## src/rtl/pbs_pkg.sv

```systemverilog
// Shared types and constants for the PBS battle sequencing controller.
package pbs_pkg;

  localparam int unsigned HP_W   = 4;
  localparam int unsigned MOVE_W = 2;

  typedef enum logic [3:0] {
    S_IDLE      = 4'd0,
    S_WAIT_MOVE = 4'd1,
    S_P_CALC    = 4'd2,
    S_P_APPLY   = 4'd3,
    S_P_SETTLE  = 4'd4,
    S_P_CHECK   = 4'd5,
    S_AI_THINK  = 4'd6,
    S_AI_CALC   = 4'd7,
    S_AI_APPLY  = 4'd8,
    S_AI_SETTLE = 4'd9,
    S_AI_CHECK  = 4'd10,
    S_DONE      = 4'd11
  } pbs_state_t;

  localparam logic [1:0] WIN_NONE   = 2'b00;
  localparam logic [1:0] WIN_PLAYER = 2'b01;
  localparam logic [1:0] WIN_AI     = 2'b10;
  localparam logic [1:0] WIN_DRAW   = 2'b11;

endpackage

```

## src/rtl/pbs_ctrl_if.sv

```systemverilog
// Controller <-> datapath/player bundle for the PBS battle controller.
interface pbs_ctrl_if;
  import pbs_pkg::*;

  logic              start;
  logic              move_valid;
  logic [MOVE_W-1:0] move_sel;
  logic              move_ready;
  logic [HP_W-1:0]   p_hp;
  logic [HP_W-1:0]   AI_hp;
  logic              target;
  logic [MOVE_W-1:0] p_move;
  logic              actr;
  logic              calc_dmg;
  logic              app_dmg;
  logic [7:0]        turn_cnt;
  logic              game_over;
  logic [1:0]        winner;

  // Controller side
  modport master (
    input  start, move_valid, move_sel, p_hp, AI_hp,
    output move_ready, target, p_move, actr, calc_dmg, app_dmg,
           turn_cnt, game_over, winner
  );

  // Player / datapath side
  modport slave (
    output start, move_valid, move_sel, p_hp, AI_hp,
    input  move_ready, target, p_move, actr, calc_dmg, app_dmg,
           turn_cnt, game_over, winner
  );

endinterface

```

## src/rtl/pbs_wait_ctr.sv

```systemverilog
// 4-bit wait down-counter shared by the HP settle and AI think states.
module pbs_wait_ctr (
  input  logic       clk,
  input  logic       rst,
  input  logic       load,
  input  logic [3:0] load_val,
  output logic       zero
);

  logic [3:0] cnt;

  // Load on state entry, then count down and rest at zero.
  always_ff @(posedge clk or posedge rst) begin
    if (rst)              cnt <= '0;
    else if (load)        cnt <= load_val;
    else if (cnt != '0)   cnt <= cnt - 4'd1;
  end

  assign zero = (cnt == '0);

endmodule

```

## src/rtl/pbs_ctrl.sv

```systemverilog
// PBS battle sequencing controller: alternating player/AI turns, move
// handshake, AI think delay, HP settle wait and turn counting.
module pbs_ctrl
  import pbs_pkg::*;
#(
  parameter int unsigned SETTLE_CYC = 2,
  parameter int unsigned AI_DELAY   = 4,
  parameter int unsigned MAX_TURNS  = 16
) (
  input logic        clk,
  input logic        rst,
  pbs_ctrl_if.master bus
);

  // Counter is loaded with N-1 so the state lasts exactly N cycles.
  localparam logic [3:0] SETTLE_LD = 4'(SETTLE_CYC - 1);
  localparam logic [3:0] AI_LD     = 4'(AI_DELAY - 1);
  localparam logic [7:0] MAX_T     = 8'(MAX_TURNS);

  pbs_state_t        state, state_nxt;
  logic [1:0]        winner_q, winner_nxt;
  logic [7:0]        turn_q;
  logic [MOVE_W-1:0] p_move_q;
  logic              move_ready_q, calc_q, app_q, actr_q, target_q, over_q;
  logic              cnt_load, cnt_zero, turn_inc, accept;
  logic [3:0]        cnt_val;

  pbs_wait_ctr u_wait (
    .clk      (clk),
    .rst      (rst),
    .load     (cnt_load),
    .load_val (cnt_val),
    .zero     (cnt_zero)
  );

  assign accept = bus.move_valid && move_ready_q;

  // Next-state, wait-counter load and outcome decode.
  always_comb begin
    state_nxt  = state;
    winner_nxt = winner_q;
    cnt_load   = 1'b0;
    cnt_val    = '0;
    turn_inc   = 1'b0;
    unique case (state)
      S_IDLE:      if (bus.start) state_nxt = S_WAIT_MOVE;
      S_WAIT_MOVE: if (accept) state_nxt = S_P_CALC;
      S_P_CALC:    state_nxt = S_P_APPLY;
      S_P_APPLY: begin
        state_nxt = S_P_SETTLE;
        cnt_load  = 1'b1;
        cnt_val   = SETTLE_LD;
      end
      S_P_SETTLE:  if (cnt_zero) state_nxt = S_P_CHECK;
      S_P_CHECK: begin
        if (bus.AI_hp == '0) begin
          state_nxt  = S_DONE;
          winner_nxt = WIN_PLAYER;
        end else begin
          state_nxt = S_AI_THINK;
          cnt_load  = 1'b1;
          cnt_val   = AI_LD;
        end
      end
      S_AI_THINK:  if (cnt_zero) state_nxt = S_AI_CALC;
      S_AI_CALC:   state_nxt = S_AI_APPLY;
      S_AI_APPLY: begin
        state_nxt = S_AI_SETTLE;
        cnt_load  = 1'b1;
        cnt_val   = SETTLE_LD;
      end
      S_AI_SETTLE: if (cnt_zero) state_nxt = S_AI_CHECK;
      S_AI_CHECK: begin
        if (bus.p_hp == '0) begin
          state_nxt  = S_DONE;
          winner_nxt = WIN_AI;
        end else begin
          turn_inc = 1'b1;
          if (turn_q + 8'd1 == MAX_T) begin
            state_nxt  = S_DONE;
            winner_nxt = WIN_DRAW;
          end else begin
            state_nxt = S_WAIT_MOVE;
          end
        end
      end
      S_DONE:      state_nxt = S_DONE;
      default:     state_nxt = S_IDLE;
    endcase
  end

  // State plus Moore outputs registered from the next state so they line up
  // with the state they describe.
  always_ff @(posedge clk or posedge rst) begin
    if (rst) begin
      state        <= S_IDLE;
      winner_q     <= WIN_NONE;
      turn_q       <= '0;
      p_move_q     <= '0;
      move_ready_q <= 1'b0;
      calc_q       <= 1'b0;
      app_q        <= 1'b0;
      actr_q       <= 1'b0;
      target_q     <= 1'b0;
      over_q       <= 1'b0;
    end else begin
      state        <= state_nxt;
      winner_q     <= winner_nxt;
      if (turn_inc) turn_q   <= turn_q + 8'd1;
      if (accept)   p_move_q <= bus.move_sel;
      move_ready_q <= (state_nxt == S_WAIT_MOVE);
      calc_q       <= (state_nxt == S_P_CALC)  || (state_nxt == S_AI_CALC);
      app_q        <= (state_nxt == S_P_APPLY) || (state_nxt == S_AI_APPLY);
      actr_q       <= state_nxt inside {S_AI_THINK, S_AI_CALC, S_AI_APPLY,
                                        S_AI_SETTLE, S_AI_CHECK};
      target_q     <= state_nxt inside {S_P_CALC, S_P_APPLY, S_P_SETTLE,
                                        S_P_CHECK};
      over_q       <= (state_nxt == S_DONE);
    end
  end

  assign bus.move_ready = move_ready_q;
  assign bus.calc_dmg   = calc_q;
  assign bus.app_dmg    = app_q;
  assign bus.actr       = actr_q;
  assign bus.target     = target_q;
  assign bus.p_move     = p_move_q;
  assign bus.turn_cnt   = turn_q;
  assign bus.game_over  = over_q;
  assign bus.winner     = winner_q;

endmodule

```

## src/flat_wrapper.sv

```systemverilog
// flat-port wrapper written by rule: the top's interface ports become plain ports
module pbs_ctrl_flat import pbs_pkg::*;
#(
  parameter int unsigned SETTLE_CYC = 2,
  parameter int unsigned AI_DELAY   = 4,
  parameter int unsigned MAX_TURNS  = 16
)
  (clk, rst, bus_start, bus_move_valid, bus_move_sel, bus_p_hp, bus_AI_hp, bus_move_ready, bus_target, bus_p_move, bus_actr, bus_calc_dmg, bus_app_dmg, bus_turn_cnt, bus_game_over, bus_winner);
  pbs_ctrl_if bus_i ();
  input logic clk;
  input logic rst;
  input wire logic [$bits(bus_i.start)-1:0] bus_start;
  input wire logic [$bits(bus_i.move_valid)-1:0] bus_move_valid;
  input wire logic [$bits(bus_i.move_sel)-1:0] bus_move_sel;
  input wire logic [$bits(bus_i.p_hp)-1:0] bus_p_hp;
  input wire logic [$bits(bus_i.AI_hp)-1:0] bus_AI_hp;
  output wire logic [$bits(bus_i.move_ready)-1:0] bus_move_ready;
  output wire logic [$bits(bus_i.target)-1:0] bus_target;
  output wire logic [$bits(bus_i.p_move)-1:0] bus_p_move;
  output wire logic [$bits(bus_i.actr)-1:0] bus_actr;
  output wire logic [$bits(bus_i.calc_dmg)-1:0] bus_calc_dmg;
  output wire logic [$bits(bus_i.app_dmg)-1:0] bus_app_dmg;
  output wire logic [$bits(bus_i.turn_cnt)-1:0] bus_turn_cnt;
  output wire logic [$bits(bus_i.game_over)-1:0] bus_game_over;
  output wire logic [$bits(bus_i.winner)-1:0] bus_winner;
  assign bus_i.start = bus_start;
  assign bus_i.move_valid = bus_move_valid;
  assign bus_i.move_sel = bus_move_sel;
  assign bus_i.p_hp = bus_p_hp;
  assign bus_i.AI_hp = bus_AI_hp;
  assign bus_move_ready = bus_i.move_ready;
  assign bus_target = bus_i.target;
  assign bus_p_move = bus_i.p_move;
  assign bus_actr = bus_i.actr;
  assign bus_calc_dmg = bus_i.calc_dmg;
  assign bus_app_dmg = bus_i.app_dmg;
  assign bus_turn_cnt = bus_i.turn_cnt;
  assign bus_game_over = bus_i.game_over;
  assign bus_winner = bus_i.winner;
  pbs_ctrl #(.SETTLE_CYC(SETTLE_CYC), .AI_DELAY(AI_DELAY), .MAX_TURNS(MAX_TURNS)) u_core (.clk(clk), .rst(rst), .bus(bus_i));
endmodule
```

## config.mk

```make
export PLATFORM = sky130hd
export DESIGN_NAME = pbs_ctrl_flat
export DESIGN_NICKNAME = d
export VERILOG_FILES = /design/src/rtl/pbs_pkg.sv /design/src/rtl/pbs_ctrl_if.sv /design/src/rtl/pbs_wait_ctr.sv /design/src/rtl/pbs_ctrl.sv /design/src/flat_wrapper.sv
export SDC_FILE = /design/constraint.sdc
export NUM_CORES = 1
export LEC_CHECK = 0
export ABC_CLOCK_PERIOD_IN_PS = 3600
export BUFFER_PORTS_ARGS = -buffer_cell sky130_fd_sc_hd__buf_2
export CORE_ASPECT_RATIO = 0.9
export CORE_MARGIN = 2
export CORE_UTILIZATION = 50
export DETAILED_ROUTE_END_ITERATION = 6
export GPL_ROUTABILITY_DRIVEN = 0
export PLACE_DENSITY = 0.8
export SETUP_SLACK_MARGIN = 0.02
export SYNTH_ARGS = -nofsm -noshare
export SYNTH_HDL_FRONTEND = slang
export SYNTH_HIERARCHICAL = 1
export SYNTH_SLANG_ARGS = --single-unit
```

## constraint.sdc

```tcl
create_clock -name clk -period 3.6 [get_ports clk]
set_input_delay 0.72 -clock clk [delete_from_list [all_inputs] [get_ports clk]]
set_output_delay 0.72 -clock clk [all_outputs]
set_load 0.005 [all_outputs]
```

==> results of run 1 <==
## report_power, final
group          internal [mW]  total (mW)  switching [mW]
Sequential             0.392       0.531           0.139
Clock                 0.0620       0.148          0.0861
Combinational          0.264       0.538           0.273
## through the flow
step	worst slack, ns	power, mW	std cells	util [%]
detailed placement	1.369	1.075	192	58.17
finish	1.571	1.217	196	59.52
floorplan	1.546	0.9225	136	-
global placement	1.432	1.038	192	58.17
global route	1.423	1.325	196	59.52
CTS	1.601	1.221	196	59.52
## kinds of logic (layout without fill, tap and decap cells)
| family | count (synthesis) | count (layout) | share of synthesized area (%) |
|---|---|---|---|
| XOR/XNOR | 9 | 9 | 5.707 |
| other | 1 | 2 | 0.2715 |
| flip-flops | 26 | 26 | 47.10 |
| AO/OA/AOI/OAI | 28 | 28 | 14.58 |
| buffers and inverters | 14 | 44 | 3.804 |
| AND/OR/NAND/NOR | 48 | 48 | 21.20 |
| adder cells (fa/ha/maj) | 2 | 2 | 1.811 |
| multiplexers | 7 | 7 | 5.525 |
## path summary, 6_finish.rpt
path                                      start              endpoint  slack, ns
hold reg to reg            u_core/bus.winner[1]  u_core/bus.winner[1]       0.49
setup reg to reg                u_core/state[0]  u_core/u_wait/cnt[3]       1.57
setup / recovery                u_core/state[0]  u_core/u_wait/cnt[3]       1.57
min in group clk           u_core/bus.winner[1]  u_core/bus.winner[1]       0.49
max in group asynchronous                   rst  u_core/bus.winner[0]       2.56
hold / removal                              rst  u_core/u_wait/cnt[2]       0.26
## registers in the layout, summed over array words and instances (netlist names)
register               cells
u_core/bus.move_ready      1
u_core/bus.turn_cnt        8
u_core/bus.winner          2
u_core/bus.calc_dmg        1
u_core/bus.actr            1
u_core/u_wait/cnt          4
u_core/state               4
u_core/bus.game_over       1
u_core/bus.app_dmg         1
u_core/bus.p_move          2
u_core/bus.target          1
## cell usage after synthesis (all sizes together) (3+ instances only)
master  count  area (µm²)
a21o        3       22.52
a21oi       6       30.03
a221o       3       30.03
a31oi       3       18.77
clkbuf      5       18.77
dfrtp      26       650.6
inv         9       33.78
mux2        5       56.30
nand2      10       37.54
nand3       7       35.03
nor2        6       25.03
nor2b       4       25.02
nor3        5       30.03
nor3b       3       33.78
o21ai       4       20.02
xnor2       7       61.31
## final cells by class
cell class	instances	area [µm²]	share of cell area, %
Multi-Input combinational cell	96	681.9	42.75
Sequential cell	26	650.6	40.78
Timing Repair Buffer	31	155.1	9.726
Tap cell	30	37.54	2.353
Clock buffer	4	36.28	2.275
Inverter	9	33.78	2.118
## worst max-delay path, delay by kind of cell, from the launching register on
kind / cells / cell delay [ns]
AOI/OAI and AO/OA: 2 / 0.64
and+or+nand+nor: 4 / 0.66
DFF: 1 / 0.62
## per-layer routing
| layer | share of wire [%] | track usage [%] | vias to the layer above |
|---|---|---|---|
| li1 | - | - | 544 |
| met1 | 44 | 22.62 | 544 |
| met2 | 48 | 31.32 | 43 |
| met3 | 5.4 | 3.846 | 10 |
| met4 | 2.6 | 8.333 | 0 |
| met5 | 0 | 0 | - |
==> impl_results.md, run 1 <==
* CP peak stage delay at 0.62 ns
* Most used flip-flop cell after synthesis: dfrtp_1
* WP data arrival at 2.26 ns
* Total GRT Usage at 18.46%
* Sequential fraction of the synthesis area at 47.10%
* Ports at 32
* I/O Buffers at 31
* Root buf cell: clkbuf_4
* Hold Buf Count CTS at 0
* First-pass GRT wire length at 4.360 mm
* Final setup TNS at 0 ns
* Chip width at 59.41 µm
* CTS HTree Levels at 1
* Layout area overhead at 15.49%
* Max Clock Freq at 492.9 MHz
* Least-Margin Pin Slew at 0.8221 ns
* Antenna violations before repair at 0
* Synthesized instance count at 135
* Layout filler cell count at 240
* # nets final at 183
* Synth Register Bits at 26
* Hold Vio Cnt, Final at 0
* CP Launch Type: register
* Wire length per cell at 13.94 µm
* Core Region at 2680 µm²
* CP max-delay cell: dfrtp_1
* CTS tree: yes
* RSZ-0062 raised after global routing: false
* Setup Fix Bufs, Post-CTS at 0
* Final min period at 2.029 ns
* Slew HR at 45.13%
* CTS Buffer Depth at 2
* CP cell instances: nor2b_1 > nand2_1 > nor2_1 > o21bai_1 > nor3_1 > a221o_1
* Max Slew Vio Count at 0
* Cells on worst reg2reg path at 6
* Share of cells above drive strength 1 at 28.92%
* HPWL after detailed placement at 2.087 mm
* Final Instance Area at 1595 µm²
* Period utilization at 56.36%
* Post-CTS Resized at 0
* Req. time, crit path at 3.83 ns
* VDD IR max at 0.0005091 V
* Antenna diodes at 0
* Final setup vio count at 0
* Largest net degree at the start of global routing at 23
* Synth cell types at 43
* DRT Pass-1 Iters at 5
* Post-Route WL at 2.733 mm
* Clk Latency, worst-skew pair at 0.32 ns
* Initial Utilization at 51.54%
* Hold WC Path Type: primary input to asynchronous set/reset pin
* P_leak at 0.7272 nW
* Power Density at 762.6 nW/µm²
* Commonest cells after routing, fill and taps aside: buf_2, dfrtp_1, nand2_1, inv_1
* DP Area at 1559 µm²
* Post-synth EDFFs at 0
* Mapped Area at 1381 µm²
* Row count at 18
* DRC Markers at 0
* Die area at 3200 µm²
* Vias in the first global route at 1027
* MaxCap Viol Count at 0
* Gr ovfl total at 0
* Critical path fanouts, max at 15
* Crit. End Element: register
* WHS at 0.2582 ns
* Die Y at 53.87 µm
* CTS Buf Count at 3
* Most common cell after layout, fill and taps aside: buf_2
* Vias per cell at 5.821
* Worst Path Class, Setup: register to register
* Initial DRC count at 51
* Clock transition at path regs at 0.14 ns
* Synth warnings at 6
* Worst Skew at 0.002683 ns
* Status: completed
* CTS Sinks at 26
* Vias at 1141
* Ys async rst share at 100.0%
* Antenna-violating nets left at 0
* Mapped Avg Cell Area at 10.23 µm²
Note: power is estimated with default switching activity, not from simulation.
==> inputs of run 2 (changes only) <==
--- a/config.mk
+++ b/config.mk
@@ -5,7 +5,7 @@
 export SDC_FILE = /design/constraint.sdc
 export NUM_CORES = 1
 export LEC_CHECK = 0
-export ABC_CLOCK_PERIOD_IN_PS = 3600
+export ABC_CLOCK_PERIOD_IN_PS = 2000
 export BUFFER_PORTS_ARGS = -buffer_cell sky130_fd_sc_hd__buf_2
 export CORE_ASPECT_RATIO = 0.9
 export CORE_MARGIN = 2
==> constraint.sdc (replaced) <==
create_clock -name clk -period 2 [get_ports clk]
set_input_delay 0.4 -clock clk [delete_from_list [all_inputs] [get_ports clk]]
set_output_delay 0.4 -clock clk [all_outputs]
set_load 0.005 [all_outputs]
==> impl_results.md, run 2 (synthesis gave the netlist of run 1 again) <==
* Status: completed
* P_leak at 0.7627 nW
* Worst Path Class, Setup: register to register
* WHS at 0.3046 ns
* VDD IR max at 0.0008671 V
* Setup ws final at 0.1246 ns
* Power Density at 1368 nW/µm²
* HPWL after detailed placement at 2.130 mm
* Die area at 3200 µm²
* Final Instance Area at 1653 µm²
* WP data arrival at 2.11 ns
* DP Area at 1604 µm²
* CTS HTree Levels at 1
* Layout filler cell count at 230
* RSZ-0062 raised after global routing: false
* Gr ovfl total at 0
* Final setup TNS at 0 ns
* # nets final at 191
* Period utilization at 93.77%
* Initial DRC count at 71
* Row count at 18
* Commonest cells after routing, fill and taps aside: buf_2, dfrtp_1, nand2_1, inv_1
* CTS tree: yes
* I/O Buffers at 31
* Antenna-violating nets left at 0
* Vias at 1175
* Post-Route WL at 2.781 mm
* Filler-free cell count of the finished design at 203
* Share of cells above drive strength 1 at 33.53%
* Max Slew Vio Count at 0
* CP Launch Type: register
* Place WS at 0.06513 ns
* Met1 wire length at 1.209 mm
* Ports at 32
* Core Region at 2680 µm²
* Total power at 2.261 mW
* Final setup vio count at 0
* Initial Utilization at 51.54%
* Total GRT Usage at 18.20%
* Top Metal Used: met4
* Layout area overhead at 19.66%
* Most common cell after layout, fill and taps aside: buf_2
* Fin util at 61.67%
* First-pass GRT wire length at 4.326 mm
* Max Clock Freq at 533.2 MHz
* Clk Latency, worst-skew pair at 0.31 ns
* Final min period at 1.875 ns
* Largest net degree at the start of global routing at 23
* Antenna diodes at 0
* Hold Vio Cnt, Final at 0
* Wire length per cell at 13.70 µm
* Clock transition at path regs at 0.13 ns
* Vias per cell at 5.788
* Vias in the first global route at 1022
* CTS Sinks at 26
* DRT Pass-1 Iters at 4
* CTS Buffer Depth at 2
* DR WL met3 at 167 µm
* DRC Markers at 0
* Crit. End Element: register
* Chip width at 59.41 µm
* Max reg flops at 8
* Root buf cell: clkbuf_4
* Hold WC Path Type: primary input to register
* MaxCap Viol Count at 0
* Antenna violations before repair at 0
* Metal2 WL at 1.387 mm
* Req. time, crit path at 2.24 ns
* CTS Buf Count at 3
* Die Y at 53.87 µm
* Worst Skew at 0.007176 ns
* DP Cell Count at 198
* Critical path fanouts, max at 5
[run 2: cell count changes in the layout (fill, tap and decap cells not counted), sizes merged]
cell,delta
buf,+7
dlygate4sd3,+1
clkbuf,-1
[run 2: per-layer routing]
layer | track usage, % | vias to the layer above
met5 | 0 | -
met4 | 4.167 | 0
met3 | 5.048 | 2
met2 | 31.50 | 45
met1 | 22.64 | 563
li1 | - | 565
[run 2: path summary, 6_finish.rpt]
path	start	cells past startpoint	to	slack, ns
setup reg to reg	u_core/u_wait/cnt[0]	8	u_core/bus.move_ready	0.12
max in group asynchronous	rst	4	u_core/state[0]	1.12
hold reg to reg	u_core/bus.winner[1]	1	u_core/bus.winner[1]	0.49
setup / recovery	u_core/u_wait/cnt[0]	8	u_core/bus.move_ready	0.12
min in group asynchronous	rst	3	u_core/u_wait/cnt[0]	0.49
hold / removal	bus_move_sel[0]	2	u_core/bus.p_move[0]	0.30
[run 2: report_power, final]
| part | internal, mW | switching [mW] | total, mW |
|---|---|---|---|
| Combinational | 0.559 | 0.588 | 1.15 |
| Clock | 0.0705 | 0.140 | 0.210 |
| Sequential | 0.712 | 0.192 | 0.904 |
| Total | 1.34 | 0.920 | 2.26 |
[run 2: area by class of cell]
type	count	area, µm²	area share (%)
Timing Repair Buffer	39	217.7	13.17
Clock buffer	3	22.52	1.363
Inverter	9	33.78	2.044
Sequential cell	26	653.1	39.52
Multi-Input combinational cell	96	688.2	41.64
Tap cell	30	37.54	2.271
[run 2: what timing repair did]
| action | 4_1_cts | 5_1_grt |
|---|---|---|
| buffers inserted | 0 | 1 |
| resized for setup | 0 | 4 |
| hold buffers | 1 | 0 |
| setup endpoints to repair | 0 | 4 |
| endpoints found under the hold margin | 4 | 0 |
[run 2: critical path: stages (launching register included)]
cell and delay, ns:
dfrtp_1 0.38, inv_1 0.08, ha_1 0.24, nor3b_4 0.17
buf_4 0.16, a221o_1 0.31, o211ai_1 0.15, nand3_1 0.12
nor3b_1 0.19
==> inputs of run 3 (changes only) <==
--- a/config.mk
+++ b/config.mk
@@ -5,6 +5,7 @@
 export SDC_FILE = /design/constraint.sdc
 export NUM_CORES = 1
 export LEC_CHECK = 0
+export ABC_AREA = 1
 export ABC_CLOCK_PERIOD_IN_PS = 2000
 export BUFFER_PORTS_ARGS = -buffer_cell sky130_fd_sc_hd__buf_2
 export CORE_ASPECT_RATIO = 0.9
@@ -12,9 +13,8 @@
 export CORE_UTILIZATION = 50
 export DETAILED_ROUTE_END_ITERATION = 6
 export GPL_ROUTABILITY_DRIVEN = 0
-export PLACE_DENSITY = 0.8
+export PLACE_DENSITY = 0.79
 export SETUP_SLACK_MARGIN = 0.02
 export SYNTH_ARGS = -nofsm -noshare
 export SYNTH_HDL_FRONTEND = slang
-export SYNTH_HIERARCHICAL = 1
 export SYNTH_SLANG_ARGS = --single-unit
==> impl_results.md, run 3 <==
* Status: completed
* # nets final at 240
* MaxCap Viol Count at 0
* P_leak at 0.9215 nW
* Internal Power at 1.211 mW
* Setup ws final at 0.2681 ns
* Max reg flops at 8
* Clk Latency, worst-skew pair at 0.32 ns
* Final setup vio count at 0
* Top-area cell type share of the netlist area at 44.29%
* Final min period at 1.732 ns
* RSZ-0062 raised after global routing: false
* Core Region at 2770 µm²
* Synth cell types at 26
* Synth Register Bits at 26
* Power Density at 1262 nW/µm²
* Vias in the first global route at 1072
* Hold WC Path Type: primary input to asynchronous set/reset pin
* Synthesized instance count at 186
* Post-synth top cells: nand2_1, dfrtp_1, inv_1, nor2_1, nand3_1
* CTS Sinks at 26
* CTS tree: yes
* Worst Path Class, Setup: register to register
* Post-CTS Resized at 0
* Ports at 32
* Mapped Avg Cell Area at 7.897 µm²
* Least-Margin Pin Slew at 0.3287 ns
* Total GRT Usage at 17.70%
* Critical path fanouts, max at 6
* WHS at 0.1084 ns
* Initial Utilization at 53.03%
* Row count at 18
* Mapped Area at 1469 µm²
* Syn Nets at 203
* Vias at 1233
* Synth area leaders: dfrtp_1, nand2_1, inv_1, nor2_1, nand3_1
* Synth warnings at 0
* CP Launch Type: register
* Most common cell after layout, fill and taps aside: nand2_1
* Crit. End Element: register
* I/O Buffers at 31
* Net Sw Frac at 43.73%
* Largest net degree at the start of global routing at 27
* CTS HTree Levels at 1
* Filler-free cell count of the finished design at 261
* Worst Skew at 0.004019 ns
* Place WS at 0.2945 ns
* Psw at 940.6 µW
* CTS Buffer Depth at 2
* Max Slew Vio Count at 0
* Wire length per cell at 10.46 µm
* Max Clock Freq at 577.4 MHz
* Period utilization at 86.59%
* DP Cell Count at 258
* Post-Route WL at 2.731 mm
* Final Instance Area at 1704 µm²
* Setup Fix Bufs, Post-CTS at 0
* Ys async rst share at 100.0%
* Initial DRC count at 47
* Vias per cell at 4.724
* Share of cells above drive strength 1 at 26.24%
* Slew HR at 78.08%
* Hold Vio Cnt, Final at 0
* Req. time, crit path at 2.23 ns
* Antenna diodes at 0
* Antenna-violating nets left at 0
* Root buf cell: clkbuf_4
* Clk pwr share at 10.1%
* HPWL after detailed placement at 2.099 mm
* WP data arrival at 1.96 ns
* First-pass GRT wire length at 4.616 mm
* Die Y at 55.42 µm
* Register share of total power at 42.2%
* Total power at 2.151 mW
* Leading area contributor after synthesis: dfrtp_1
* Antenna violations before repair at 0
* Clock transition at path regs at 0.13 ns
* Commonest cells after routing, fill and taps aside: nand2_1, buf_2, dfrtp_1, inv_1, nor2_1
* DP Area at 1682 µm²
* Comb pwr share at 47.7%
* DRT Pass-1 Iters at 4
* Hold Buf Count CTS at 0
* Chip width at 61.14 µm
* Most used flip-flop cell after synthesis: dfrtp_1
* DRC Markers at 0
* CTS Buf Count at 3
* VDD IR max at 0.0006308 V
* Fin util at 61.52%
* Sequential fraction of the synthesis area at 44.29%
* Post-synth EDFFs at 0
* Layout area overhead at 16.01%
* Top-count cell post-synth: nand2_1
* Die area at 3388 µm²
* Final setup TNS at 0 ns
* Gr ovfl total at 0
==> run 3: final cells by class <==
type / instances / area, µm²
fillers: 259 / 1066
clock buffers: 3 / 22.52
flip-flops and latches: 26 / 650.6
inverters: 30 / 126.4
multi-input cells: 130 / 691.9
repair buffers: 32 / 162.7
well taps: 40 / 50.05
==> run 3: power by group through the flow <==
stage	Combinational, mW	Clock, mW	Sequential [mW]
after CTS	1.03	0.228	0.906
after detailed placement	1.03	0	0.913
after floorplan	0.732	0	0.907
after global routing	1.18	0.252	0.936
final	1.03	0.217	0.907
after global placement	1.00	0	0.914
==> run 3: worst paths after layout <==
kind / endpoint / startpoint / slack (ns) / cells past startpoint
worst max register to register: u_core.bus.game_over / u_core.bus.turn_cnt[0] / 0.27 / 10
worst min register to register: u_core.u_wait.cnt[0] / u_core.u_wait.cnt[0] / 0.49 / 2
max in group asynchronous: u_core.u_wait.cnt[0] / rst / 1.65 / 3
worst max-delay path: u_core.bus.game_over / u_core.bus.turn_cnt[0] / 0.27 / 10
min in group clk: u_core.bus.p_move[0] / bus_move_sel[0] / 0.27 / 3
worst min-delay path: u_core.state[2] / rst / 0.11 / 3
==> run 3: worst max-delay path, stage by stage, from the launching register on <==
cell and delay, ns:
dfrtp_1 0.47, ha_1 0.23, nand3_1 0.13, o21bai_1 0.16
nand2_1 0.08, nand3_1 0.14, inv_1 0.07, nand2_2 0.08
nand4_2 0.13, nand2_1 0.12, nor2_2 0.04
==> run 3: routing by layer <==
| metal | GRT usage (%) | wire [µm] |
|---|---|---|
| met5 | 0 | 0 |
| met4 | 4.037 | 21 |
| met3 | 5.386 | 130 |
| met2 | 24.32 | 1159 |
| met1 | 27.14 | 1419 |
==> run 3: cell families after synthesis <==
family / Yosys count / synth area share [%]
fa+ha+maj: 3 / 2.556
xor+xnor: 4 / 2.385
simple gates: 105 / 34.24
flops: 26 / 44.29
buf+inv: 30 / 8.603
compound gates: 18 / 7.921
